===== config.mk =====
export PLATFORM = sky130hd
export DESIGN_NAME = sar_conv_ctrl
export DESIGN_NICKNAME = d
export VERILOG_FILES = /design/src/rtl/sar_pkg.sv /design/src/rtl/sar_out_buf.sv /design/src/rtl/sar_conv_ctrl.sv
export SDC_FILE = /design/constraint.sdc
export NUM_CORES = 1
export LEC_CHECK = 0
export CORE_UTILIZATION = 30
export DETAILED_ROUTE_END_ITERATION = 8
export PLACE_DENSITY = 0.52
export SKIP_CTS_REPAIR_TIMING = 1
export SLEW_MARGIN = 15
export SYNTH_ARGS = -nofsm -noshare
export SYNTH_HDL_FRONTEND = slang
export SYNTH_SLANG_ARGS = --single-unit

===== constraint.sdc =====
create_clock -name clk -period 2.46 [get_ports clk]
set_clock_uncertainty 0.05 [all_clocks]
set_input_delay 0.246 -clock clk [delete_from_list [all_inputs] [get_ports clk]]
set_output_delay 0.246 -clock clk [all_outputs]
set_load 0.02 [all_outputs]

===== src/rtl/sar_pkg.sv =====
// Shared definitions for the SAR conversion sequencer: the one-hot state
// encoding, default converter geometry and a constant-width helper.
package sar_pkg;

   // Default converter geometry
   localparam int SAR_NBITS = 8;
   localparam int SAR_NDEC  = 7;

   // Bit positions of each state inside the one-hot state register
   localparam int IDLE_B    = 0;
   localparam int SAMPLE_B  = 1;
   localparam int PRECH_B   = 2;
   localparam int EVAL_B    = 3;
   localparam int CAPTURE_B = 4;

   // One-hot sequencer states; outputs are decoded straight from these bits
   typedef enum logic [4:0] {
      IDLE    = 5'b00001,
      SAMPLE  = 5'b00010,
      PRECH   = 5'b00100,
      EVAL    = 5'b01000,
      CAPTURE = 5'b10000
   } sar_state_e;

   // Ceiling log2 for sizing counters; callers pass value >= 2
   function automatic int sar_clog2(input int value);
      int r;
      r = 0;
      while ((1 << r) < value) begin
         r = r + 1;
      end
      return r;
   endfunction

endpackage


===== src/rtl/sar_out_buf.sv =====
// Result holding register for the SAR sequencer. A new conversion result is
// loaded on 'load'; it is handed downstream with a valid/ready handshake.
// Overwriting a result that has not been accepted raises 'overrun', which
// stays set until the next accepted transfer.
module sar_out_buf
   import sar_pkg::*;
#(
   parameter int NBITS = SAR_NBITS
)
(
   input  logic             clk,
   input  logic             rst_n,
   input  logic             load,
   input  logic [NBITS-1:0] d,
   input  logic             ready,
   output logic [NBITS-1:0] dout,
   output logic             valid,
   output logic             overrun
);

   logic [NBITS-1:0] dout_reg;
   logic [NBITS-1:0] dout_next;
   logic             valid_reg;
   logic             valid_next;
   logic             overrun_reg;
   logic             overrun_next;
   logic             xfer;

   // A transfer consumes the held value at this edge
   assign xfer = valid_reg & ready;

   // Each result bit follows d when a capture happens, otherwise holds
   genvar gi;
   generate
      for (gi = 0; gi < NBITS; gi++) begin : g_bit
         assign dout_next[gi] = load ? d[gi] : dout_reg[gi];
      end
   endgenerate

   // A capture always leaves a valid result, even when the old one is
   // consumed at the same edge
   assign valid_next = load | (valid_reg & ~ready);

   // Overrun only when an unconsumed value is overwritten; any transfer
   // (including one coinciding with a capture) clears it
   assign overrun_next = xfer ? 1'b0 : ((load & valid_reg) | overrun_reg);

   // Result, valid and overrun registers
   always_ff @(posedge clk or negedge rst_n) begin
      if (!rst_n) begin
         dout_reg    <= '0;
         valid_reg   <= 1'b0;
         overrun_reg <= 1'b0;
      end else begin
         dout_reg    <= dout_next;
         valid_reg   <= valid_next;
         overrun_reg <= overrun_next;
      end
   end

   assign dout    = dout_reg;
   assign valid   = valid_reg;
   assign overrun = overrun_reg;

endmodule


===== src/rtl/sar_conv_ctrl.sv =====
// Conversion sequencer for the 8-bit SAR ADC. A start request runs the
// sample phase, then alternating comparator precharge/evaluate cycles (one
// pair per decision) with the SAR register enabled during evaluate, then a
// capture cycle that loads the SAR output into the result buffer.
// A bit whose comparator fails to decide within DEC_TIMEOUT evaluate cycles
// is forced and flagged on timeout_err.
// Optional build macro SAR_CONV_CTRL_CONT_EN: adds the 'cont' input for
// back-to-back conversions without returning to IDLE.
module sar_conv_ctrl
   import sar_pkg::*;
#(
   parameter int SAMPLE_CYCLES = 4,
   parameter int NDEC          = SAR_NDEC,
   parameter int NBITS         = SAR_NBITS,
   parameter int DEC_TIMEOUT   = 3
)
(
   input  logic             clk,
   input  logic             rst_n,
   input  logic             start,
`ifdef SAR_CONV_CTRL_CONT_EN
   input  logic             cont,
`endif
   output logic             busy,
   output logic             sample,
   output logic             sar_rst,
   output logic             sar_en,
   output logic             cmp_clk,
   input  logic             op,
   input  logic             om,
   input  logic [NBITS-1:0] d_in,
   output logic [NBITS-1:0] dout,
   output logic             dout_valid,
   input  logic             dout_ready,
   output logic             timeout_err,
   output logic             overrun
);

   localparam int BCW = sar_clog2(NDEC + 1);
   localparam int WCW = sar_clog2(DEC_TIMEOUT + 1);
   localparam int SCW = sar_clog2(SAMPLE_CYCLES + 1);

   localparam logic [BCW-1:0] BIT_LAST  = BCW'(NDEC - 1);
   localparam logic [WCW-1:0] WAIT_LAST = WCW'(DEC_TIMEOUT - 1);
   localparam logic [SCW-1:0] SAMP_LAST = SCW'(SAMPLE_CYCLES - 1);

   sar_state_e     state_reg;
   logic [BCW-1:0] bit_cnt_reg;
   logic [WCW-1:0] wait_cnt_reg;
   logic [SCW-1:0] samp_cnt_reg;
   logic           timeout_err_reg;

   logic           decision;
   logic           forced;
   logic           again;
   logic           capture;

   // Exactly one comparator output high is a decision; both high or both
   // low means the comparator is still resolving
   assign decision = op ^ om;

   // Force the bit on the evaluate cycle that would bring the wait count
   // to DEC_TIMEOUT, so a forced bit spends DEC_TIMEOUT cycles in EVAL
   assign forced = ~decision & (wait_cnt_reg == WAIT_LAST);

`ifdef SAR_CONV_CTRL_CONT_EN
   assign again = cont;
`else
   assign again = 1'b0;
`endif

   // Sequencer: state, bit/wait/sample counters and the sticky timeout flag
   always_ff @(posedge clk or negedge rst_n) begin
      if (!rst_n) begin
         state_reg       <= IDLE;
         bit_cnt_reg     <= '0;
         wait_cnt_reg    <= '0;
         samp_cnt_reg    <= '0;
         timeout_err_reg <= 1'b0;
      end else begin
         case (state_reg)
            IDLE: begin
               bit_cnt_reg  <= '0;
               wait_cnt_reg <= '0;
               samp_cnt_reg <= '0;
               if (start) begin
                  timeout_err_reg <= 1'b0;
                  state_reg       <= SAMPLE;
               end
            end

            SAMPLE: begin
               if (samp_cnt_reg == SAMP_LAST) begin
                  samp_cnt_reg <= '0;
                  state_reg    <= PRECH;
               end else begin
                  samp_cnt_reg <= samp_cnt_reg + 1'b1;
               end
            end

            PRECH: begin
               wait_cnt_reg <= '0;
               state_reg    <= EVAL;
            end

            EVAL: begin
               if (decision || forced) begin
                  bit_cnt_reg  <= bit_cnt_reg + 1'b1;
                  wait_cnt_reg <= '0;
                  if (forced) begin
                     timeout_err_reg <= 1'b1;
                  end
                  state_reg <= (bit_cnt_reg == BIT_LAST) ? CAPTURE : PRECH;
               end else begin
                  wait_cnt_reg <= wait_cnt_reg + 1'b1;
               end
            end

            CAPTURE: begin
               if (again) begin
                  bit_cnt_reg     <= '0;
                  wait_cnt_reg    <= '0;
                  samp_cnt_reg    <= '0;
                  timeout_err_reg <= 1'b0;
                  state_reg       <= SAMPLE;
               end else begin
                  state_reg <= IDLE;
               end
            end

            default: begin
               state_reg <= IDLE;
            end
         endcase
      end
   end

   // Control outputs come straight from one-hot state bits
   assign busy        = ~state_reg[IDLE_B];
   assign sample      = state_reg[SAMPLE_B];
   assign sar_rst     = state_reg[IDLE_B] | state_reg[SAMPLE_B];
   assign sar_en      = state_reg[EVAL_B];
   assign cmp_clk     = state_reg[EVAL_B];
   assign capture     = state_reg[CAPTURE_B];
   assign timeout_err = timeout_err_reg;

   // CAPTURE's closing edge loads the settled SAR output into the buffer
   sar_out_buf #(
      .NBITS (NBITS)
   ) u_out_buf (
      .clk     (clk),
      .rst_n   (rst_n),
      .load    (capture),
      .d       (d_in),
      .ready   (dout_ready),
      .dout    (dout),
      .valid   (dout_valid),
      .overrun (overrun)
   );

endmodule


# Word level (Yosys, flattened, before mapping)
# Cells that the tools add are included.
dict set report word_totals {
  reg_bits 24
  input_bits 14
  output_inout_bits 16
}
dict set report op_classes {
  addsub 3
  eq_ne 11
  mux 16
  bitwise_logic 11
  reduce_logical 8
}
# operator count
set ops {}
lappend ops {{$mux W5} 4}
lappend ops {{$pmux W5 S4} 1}
lappend ops {{$pmux W3 S2} 2}
lappend ops {{$ne A2 B2 Y1 const B} 4}
lappend ops {{$add A3 B1 Y3 const B} 2}
lappend ops {{$mux W3} 2}
lappend ops {{$reduce_bool A2 Y1} 3}
lappend ops {{$eq A5 B1 Y1 const B} 1}
lappend ops {{$eq A5 B2 Y1 const B} 1}
lappend ops {{$eq A5 B3 Y1 const B} 1}
lappend ops {{$eq A5 B4 Y1 const B} 1}
lappend ops {{$and A1 B1 Y1} 4}
lappend ops {{$mux W1} 4}
lappend ops {{$pmux W2 S2} 1}
lappend ops {{$reduce_and A4 Y1} 1}
lappend ops {{$eq A3 B2 Y1 const B} 1}
lappend ops {{$eq A3 B3 Y1 const B} 1}
lappend ops {{$not A1 Y1} 3}
lappend ops {{$or A1 B1 Y1} 3}
lappend ops {{$reduce_and A3 Y1} 1}
lappend ops {{$add A2 B1 Y2 const B} 1}
lappend ops {{$eq A2 B2 Y1 const B} 1}
lappend ops {{$mux W2} 1}
lappend ops {{$pmux W1 S2} 1}
lappend ops {{other kinds (4)} 4}

# Logic depth before layout (Yosys ltp)
# Gate-level depths: netlist (run 1).
dict set report logic_depth {
  word_depth 6
  mapped_depth 5
}

# By module
# From an unflattened synthesis (run 1), not the netlist that was laid out.
dict set report hier_totals {
  cells_unflattened 97
  hier_area_um2 1164.9
}
# mod instances cells_each area_per_inst_um2 seq_area_each_um2
set by_module_without_submodules {}
lappend by_module_without_submodules {sar_conv_ctrl 1 74 760.7 351.6}
lappend by_module_without_submodules {sar_out_buf 1 23 404.1 250.2}

# Worst setup path after synthesis (run 1)
# No wires, ideal clock.
dict set report synth_timing {
  path_type {reg-to-reg}
  start {register state_reg[1]}
  end {register bit_cnt_reg[1]}
  arrival_ns 1.575
  slack_ns 0.757
  path_stages_with_launch 5
  path_cell_list {dfrtp_1 > or3_4 > or4_4 > o21ai_2 > o2bb2ai_1}
}
dict set report synth_via {
  elab_chain_cells 3
  elab_cells_between_ends 6
}
# element line_no
set synth_lines {}
lappend synth_lines {{start: declaration} sar_conv_ctrl.sv:47} ;# sar_state_e state_reg;
lappend synth_lines {{start signal: assignment} sar_conv_ctrl.sv:113} ;# state_reg <= (bit_cnt_reg == BIT_LAST) ? CAPTURE : PRECH;
lappend synth_lines {{$eq A5 B4 Y1 / $eq A5 B1 Y1 (equally long branches)} sar_conv_ctrl.sv:81} ;# case (state_reg)
lappend synth_lines {{$ne A2 B2 Y1 (no line) / $reduce_bool A2 Y1 (equally long branches)} -}
lappend synth_lines {{$reduce_and A2 Y1 (no line)} -}
lappend synth_lines {{end signal: assignment} sar_conv_ctrl.sv:108} ;# bit_cnt_reg <= bit_cnt_reg + 1'b1;
lappend synth_lines {{end: declaration} sar_conv_ctrl.sv:48} ;# logic [BCW-1:0] bit_cnt_reg;
# Parallel ways exist; a longest one is shown, timed or not.
# A chain may end at the register's enable or synchronous reset.

# Worst setup path in the final report (run 1)
dict set report layout_timing {
  start {register state_reg[0]}
  end {output port sar_rst}
}
dict set report layout_via {
  elab_chain_cells 1
}
# element line_no
set layout_lines {}
lappend layout_lines {{$or A1 B1 Y1} sar_conv_ctrl.sv:141} ;# assign sar_rst = state_reg[IDLE_B] | state_reg[SAMPLE_B];
lappend layout_lines {{end: declaration} sar_conv_ctrl.sv:26} ;# output logic sar_rst,
# No other way between the ends.

==> results.tsv, run 1 <==
metric	value	unit
Setup violations, final	0	
CP startpoint kind	flop	
RSZ-0062 raised after global routing	false	
Compound-Gate Fraction of Synth Area	13.77	%
asr flop ratio synth	100.0	%
Initial Utilization	32.76	%
Tot GR Track Use	12.81	%
CP peak stage delay	0.63	ns
Iter 0 DRT Violations	16	
worst vdd ir	488.4	µV
GP Congestion	0.7402	
Fin Setup TNS	0	ns
Num CTS Buffers	3	
top-area cell type share of the netlist area	50.66	%
Slew Viols, Final	0	
Hold Crit Class	input pin to asynchronous set/reset pin	
fmax	527.1	MHz
Yosys top cell by area	dfrtp_1	
Via-to-Cell Ratio	4.778	
kind of end point of the critical path	primary output	
Rel. slew slack	65.53	%
critical path, cell by cell	or2_2, clkdlybuf4s50_1	
Worst-path clk slew	0.08	ns
Antenna diodes	0	
Worst-Margin Slew	0.5170	ns
CP required	2.16	ns
Post-Synth XOR/XNOR Area	2.313	%
io pins	30	
first-pass iteration count of the detailed router	5	
filler instances	357	
Synth Area in Adders	4.405	%
Warnings, synthesis	0	
H-tree depth	1	
Synth Area in Simple Gates	15.31	%
clk sink count	24	
FF+latch count, synth	24	
first-pass GRT wire length	3.974	mm
CTS Buffer Depth	2	
CTS tree	done	
Horiz. Die Dim	63.54	µm
wire per inst	12.71	µm
initial antenna violation count	0	
post-synthesis mux area share	7.930	%
Largest delay share family, worst path	flip-flops	
share of cells above drive strength 1	16.42	%
Max Cap Viol	0	
Cells after Synth	102	
Root Buffer	clkbuf_8	
Synth Net Count	120	
Final Hold Fails	0	
top-count cell post-synth	dfrtp_1	
ys flop type	dfrtp_1	
vias in the first global route	851	
Final Util	43.87	%
area delta synth->final	33.92	%
largest net degree at the start of global routing	25	
Synth cell types	35	
minimum clock period	1.897	ns
top cells by area, synth	dfrtp_1 (51%), mux2_2 (7.9%), ha_1 (4.4%), o21ai_0 (3.5%), nand2_1 (2.6%)	
core area	3468	µm²
Max FO, Critical Path	10	
crit path kind	flop to primary output	
Post-DRT Antenna Nets	0	
CP bufs+invs	1	
Synth Cell Area	1136	µm²
grt total ovfl	0	
die area	4037	µm²
leakage	0.6813	nW
Routed WL	2.287	mm
FP Rows	21	
register area share after synthesis	52.97	%
largest family of logic cells by synthesized area	simple AND/OR/NAND/NOR gates	
Post-synth EDFFs	0	
crit path max-delay cell type	dfstp_2	
status	finished, final reports clean	
DR vias	860	
final worst path period share	77.12	%
post-detail-place hpwl	1.731	mm
Syn Area/Cell	11.14	µm²
Buffers on Ports	29	
NumNets Final	153	
DRC viols	0	
max reg flops	8	
Skew-Pair Late Insertion Delay	0.26	ns
Commonest cells post-synth	dfrtp_1 (23), mux2_2 (8), nand2_1 (8), o21ai_0 (8), a21oi_1 (5)	
crit path DAT	1.60	ns
DIE HEIGHT	63.54	µm
Power Dens Cells	633.4	nW/µm²
## report_power, final
part / total [mW] / switching (mW) / internal (mW)
Sequential: 0.464 / 0.0371 / 0.427
Clock: 0.232 / 0.117 / 0.115
Combinational: 0.267 / 0.138 / 0.129
## through the flow
stage | hold WS, ns | power (mW) | instances | area (µm²) | setup slack (ns)
after floorplan | -0.09959 | 0.6363 | 102 | 1136 | 0.7568
after global placement | 0.4175 | 0.7377 | 176 | 1476 | 0.6322
after detailed placement | 0.4163 | 0.7416 | 176 | 1476 | 0.6085
after CTS | 0.2929 | 0.9816 | 180 | 1521 | 0.5471
after global routing | 0.3209 | 1.027 | 180 | 1521 | 0.4579
final | 0.2912 | 0.9638 | 180 | 1521 | 0.5628
## final cells by class
| type | count | area, µm² | share of cell area [%] |
|---|---|---|---|
| clock buffers | 4 | 45.04 | 2.961 |
| repair buffers | 31 | 305.3 | 20.07 |
| inverters | 4 | 15.01 | 0.9868 |
| multi-input cells | 71 | 496.7 | 32.65 |
| well taps | 46 | 57.56 | 3.783 |
| flip-flops and latches | 24 | 601.8 | 39.56 |
## placed cells by master, fill, tap and decap left out, drive strengths merged, types with 3 or more instances in the layout
| master | count |
|---|---|
| inv | 4 |
| dfrtp | 23 |
| ha | 4 |
| a21oi | 5 |
| nor2 | 3 |
| a21o | 3 |
| o21ai | 11 |
| a31oi | 3 |
| clkdlybuf4s50 | 29 |
| clkbuf | 4 |
| nand2 | 8 |
| nand2b | 4 |
| nand3 | 3 |
| and3 | 4 |
| mux2 | 8 |
## worst paths after layout
| kind | cells past startpoint | end | slack [ns] | from |
|---|---|---|---|---|
| worst max-delay path | 2 | sar_rst | 0.56 | state_reg[0] |
| worst min-delay path | 2 | timeout_err | 0.29 | rst_n |
| worst max register to register | 4 | bit_cnt_reg[1] | 0.61 | state_reg[4] |
| worst min register to register | 1 | wait_cnt_reg[0] | 0.43 | wait_cnt_reg[0] |
| max in group asynchronous | 2 | state_reg[0] | 1.78 | rst_n |
| min in group clk | 1 | wait_cnt_reg[0] | 0.43 | wait_cnt_reg[0] |
## cell families after synthesis
family | Yosys count
DFF | 24
AOI/OAI and AO/OA | 26
xor gates and xnor gates | 3
muxes | 8
buffers and inverters | 7
adders and majority gates | 4
and+or+nand+nor | 30
## metal layers
metal / GRT usage (%) / routed length [µm] / vias to the layer above
met4: 4.261 / 27 / 0
met3: 3.261 / 57 / 2
li1: - / - / 422
met5: 0 / 0 / -
met2: 20.61 / 1155 / 12
met1: 16.57 / 1048 / 424
No activity file was read; power rests on OpenSTA's default activity.
==> run 2: changes to the inputs <==
- clock period: 2.46 -> 1.8 ns (I/O delays scaled with it)
==> run 2 against run 1 <==
  * Sequential power rose by 34%
  * Sequential share of layout area fell by 0.70 points
  * Critical path depth did not move
  * Wire length fell by 2.1%
  * First-iteration DRC count rose by 69%
  * Cell count rose by 1.1%
==> results.tsv, run 2 (same netlist as run 1, synthesis figures left out) <==
metric	value	unit	change
vias in the first global route	809		-4.9%
GR Util met2	18.62	%	-2.0 points
filler instances	352		-1.4%
RSZ-0062 raised after global routing	false		
die area	4037	µm²	unchanged
Final Hold Fails	0		unchanged
clk sink count	24		unchanged
max reg flops	8		unchanged
DRC viols	0		unchanged
Buffers on Ports	29		unchanged
H-tree depth	1		unchanged
final worst path period share	94.07	%	
Rel. slew slack	71.46	%	+5.9 points
Hold Crit Class	input pin to asynchronous set/reset pin		
DR vias	868		+0.93%
FP Rows	21		unchanged
NumNets Final	155		+1.3%
crit path DAT	1.46	ns	-0.14 ns
Max Cap Viol	0		unchanged
io pins	30		unchanged
grt total ovfl	0		unchanged
CTS tree	done		
worst vdd ir	470.2	µV	-3.7%
post-detail-place hpwl	1.704	mm	-1.6%
CTS Buffer Depth	2		unchanged
commonest non-fill, non-tap cell in the layout	clkdlybuf4s50_1		
Root Buffer	clkbuf_8		
CP startpoint kind	flop		
Antenna diodes	0		unchanged
gr busiest metal	met2		
status	finished, final reports clean		
commonest cells after routing, fill and taps aside	clkdlybuf4s50_1 (28), dfrtp_1 (23), o21ai_0 (8), nand2_1 (8), mux2_2 (8)		
Horiz. Die Dim	63.54	µm	unchanged
first-pass GRT wire length	3.739	mm	-5.9%
GR Util met3	2.174	%	-1.1 points
Flop pwr share	45.5	%	-2.7 points
worst setup margin	0.1067	ns	-0.4561 ns
met1 GRT Util	16.08	%	-0.49 points
setup slack at placement	0.1085	ns	-0.5000 ns
leakage	0.7015	nW	+3.0%
largest net degree at the start of global routing	25		unchanged
design area	1549	µm²	+1.8%
Worst-path clk slew	0.08	ns	about the same
CP required	1.57	ns	-0.59 ns
Skew-Pair Late Insertion Delay	0.26	ns	about the same
Tot GR Track Use	12.18	%	-0.63 points
Slew Viols, Final	0		unchanged
GP Congestion	0.7541		+1.9%
share of cells above drive strength 1	18.38	%	+2.0 points
Routed WL	2.238	mm	-2.1%
crit path kind	flop to primary output		
fmax	590.6	MHz	
Post-DRT Antenna Nets	0		unchanged
kind of end point of the critical path	primary output		
DIE HEIGHT	63.54	µm	unchanged
wire per inst	12.30	µm	-3.2%
Power Dens Cells	885.2	nW/µm²	+40%
Num CTS Buffers	3		unchanged
Via-to-Cell Ratio	4.769		-0.18%
Worst-Margin Slew	0.4265	ns	-0.09050 ns
Iter 0 DRT Violations	27		+11
area delta synth->final	36.34	%	
Max FO, Critical Path	10		unchanged
first-pass iteration count of the detailed router	4		-1
Setup violations, final	0		unchanged
initial antenna violation count	0		unchanged
switch share	29.57	%	-0.73 points
Initial Utilization	32.76	%	unchanged
minimum clock period	1.693	ns	
Clk pwr share	26.3	%	+2.2 points
Psw	0.4054	mW	+39%
core area	3468	µm²	unchanged
post-placement cell area	1491	µm²	+1.0%
Cell Int Power	0.9657	mW	+44%
Comb pwr share	28.2	%	+0.4 points
-- run 2: cell types whose count changed in the layout (fill, tap and decap cells not counted) --
cell             delta
dlymetal6s2s_1      +1
clkdlybuf4s50_1     -1
buf_4               +2
clkbuf_1            -1
clkbuf_8            +1
-- run 2: path summary, 6_finish.rpt --
check / slack, ns / endpoint / cells after the start / startpoint
worst max-delay path: 0.11 / busy / 2 / state_reg[0]
max in group asynchronous: 1.19 / state_reg[0] / 2 / rst_n
worst min-delay path: 0.22 / bit_cnt_reg[0] / 2 / rst_n
worst max register to register: 0.13 / bit_cnt_reg[1] / 4 / state_reg[0]
min in group clk: 0.43 / wait_cnt_reg[0] / 1 / wait_cnt_reg[0]
worst min register to register: 0.43 / wait_cnt_reg[0] / 1 / wait_cnt_reg[0]
-- run 2: area by class of cell --
class	count	area, µm²	area share, %
Clock buffer	4	55.05	3.554
Tap cell	46	57.56	3.716
Inverter	4	15.01	0.9693
Sequential cell	24	601.8	38.85
Timing Repair Buffer	33	322.8	20.84
Multi-Input combinational cell	71	496.7	32.07
-- run 2: stage by stage --
step | hold WS [ns] | std cells | util (%) | setup TNS, ns | total power [mW]
after floorplan | -0.1656 | 102 | - | 0 | 0.8696
after global placement | 0.4139 | 178 | 43.00 | 0 | 1.022
after detailed placement | 0.4244 | 178 | 43.00 | 0 | 1.026
after CTS | 0.2348 | 182 | 44.59 | -0.05099 | 1.397
after global routing | 0.2471 | 182 | 44.66 | 0 | 1.457
final | 0.2215 | 182 | 44.66 | 0 | 1.371
-- run 2: power groups by stage --
stage / clock network [mW] / registers, mW / logic, mW
3_5_place_dp: 0 / 0.634 / 0.392
5_1_grt: 0.399 / 0.630 / 0.427
6_report: 0.361 / 0.624 / 0.387
4_1_cts: 0.379 / 0.623 / 0.395
3_3_place_gp: 0 / 0.632 / 0.390
2_1_floorplan: 0 / 0.629 / 0.240
-- run 2: worst max-delay path: stages (launching register included) --
cell and delay [ns]:
dfstp_2 0.62, inv_1 0.05, clkdlybuf4s50_1 0.53
-- run 2: routing by layer --
metal	wire, µm	part of all wire (%)	up-vias
li1	-	-	427
met1	1039	46	416
met2	1069	48	20
met3	80	3.6	5
met4	48	2.1	0
met5	0	0	-
==> run 3: changes to the inputs <==
- CTS_CLUSTER_SIZE: not set -> 40
- MAX_ROUTING_LAYER: not set -> met4
==> results of run 3 <==
The final DEF is identical to that of run 2; final timing and power are the same.
Main changes from that run: final weighted congestion in routability-driven placement 0.7541 -> 0.7638; overall routing resource usage 12.18% -> 12.52%
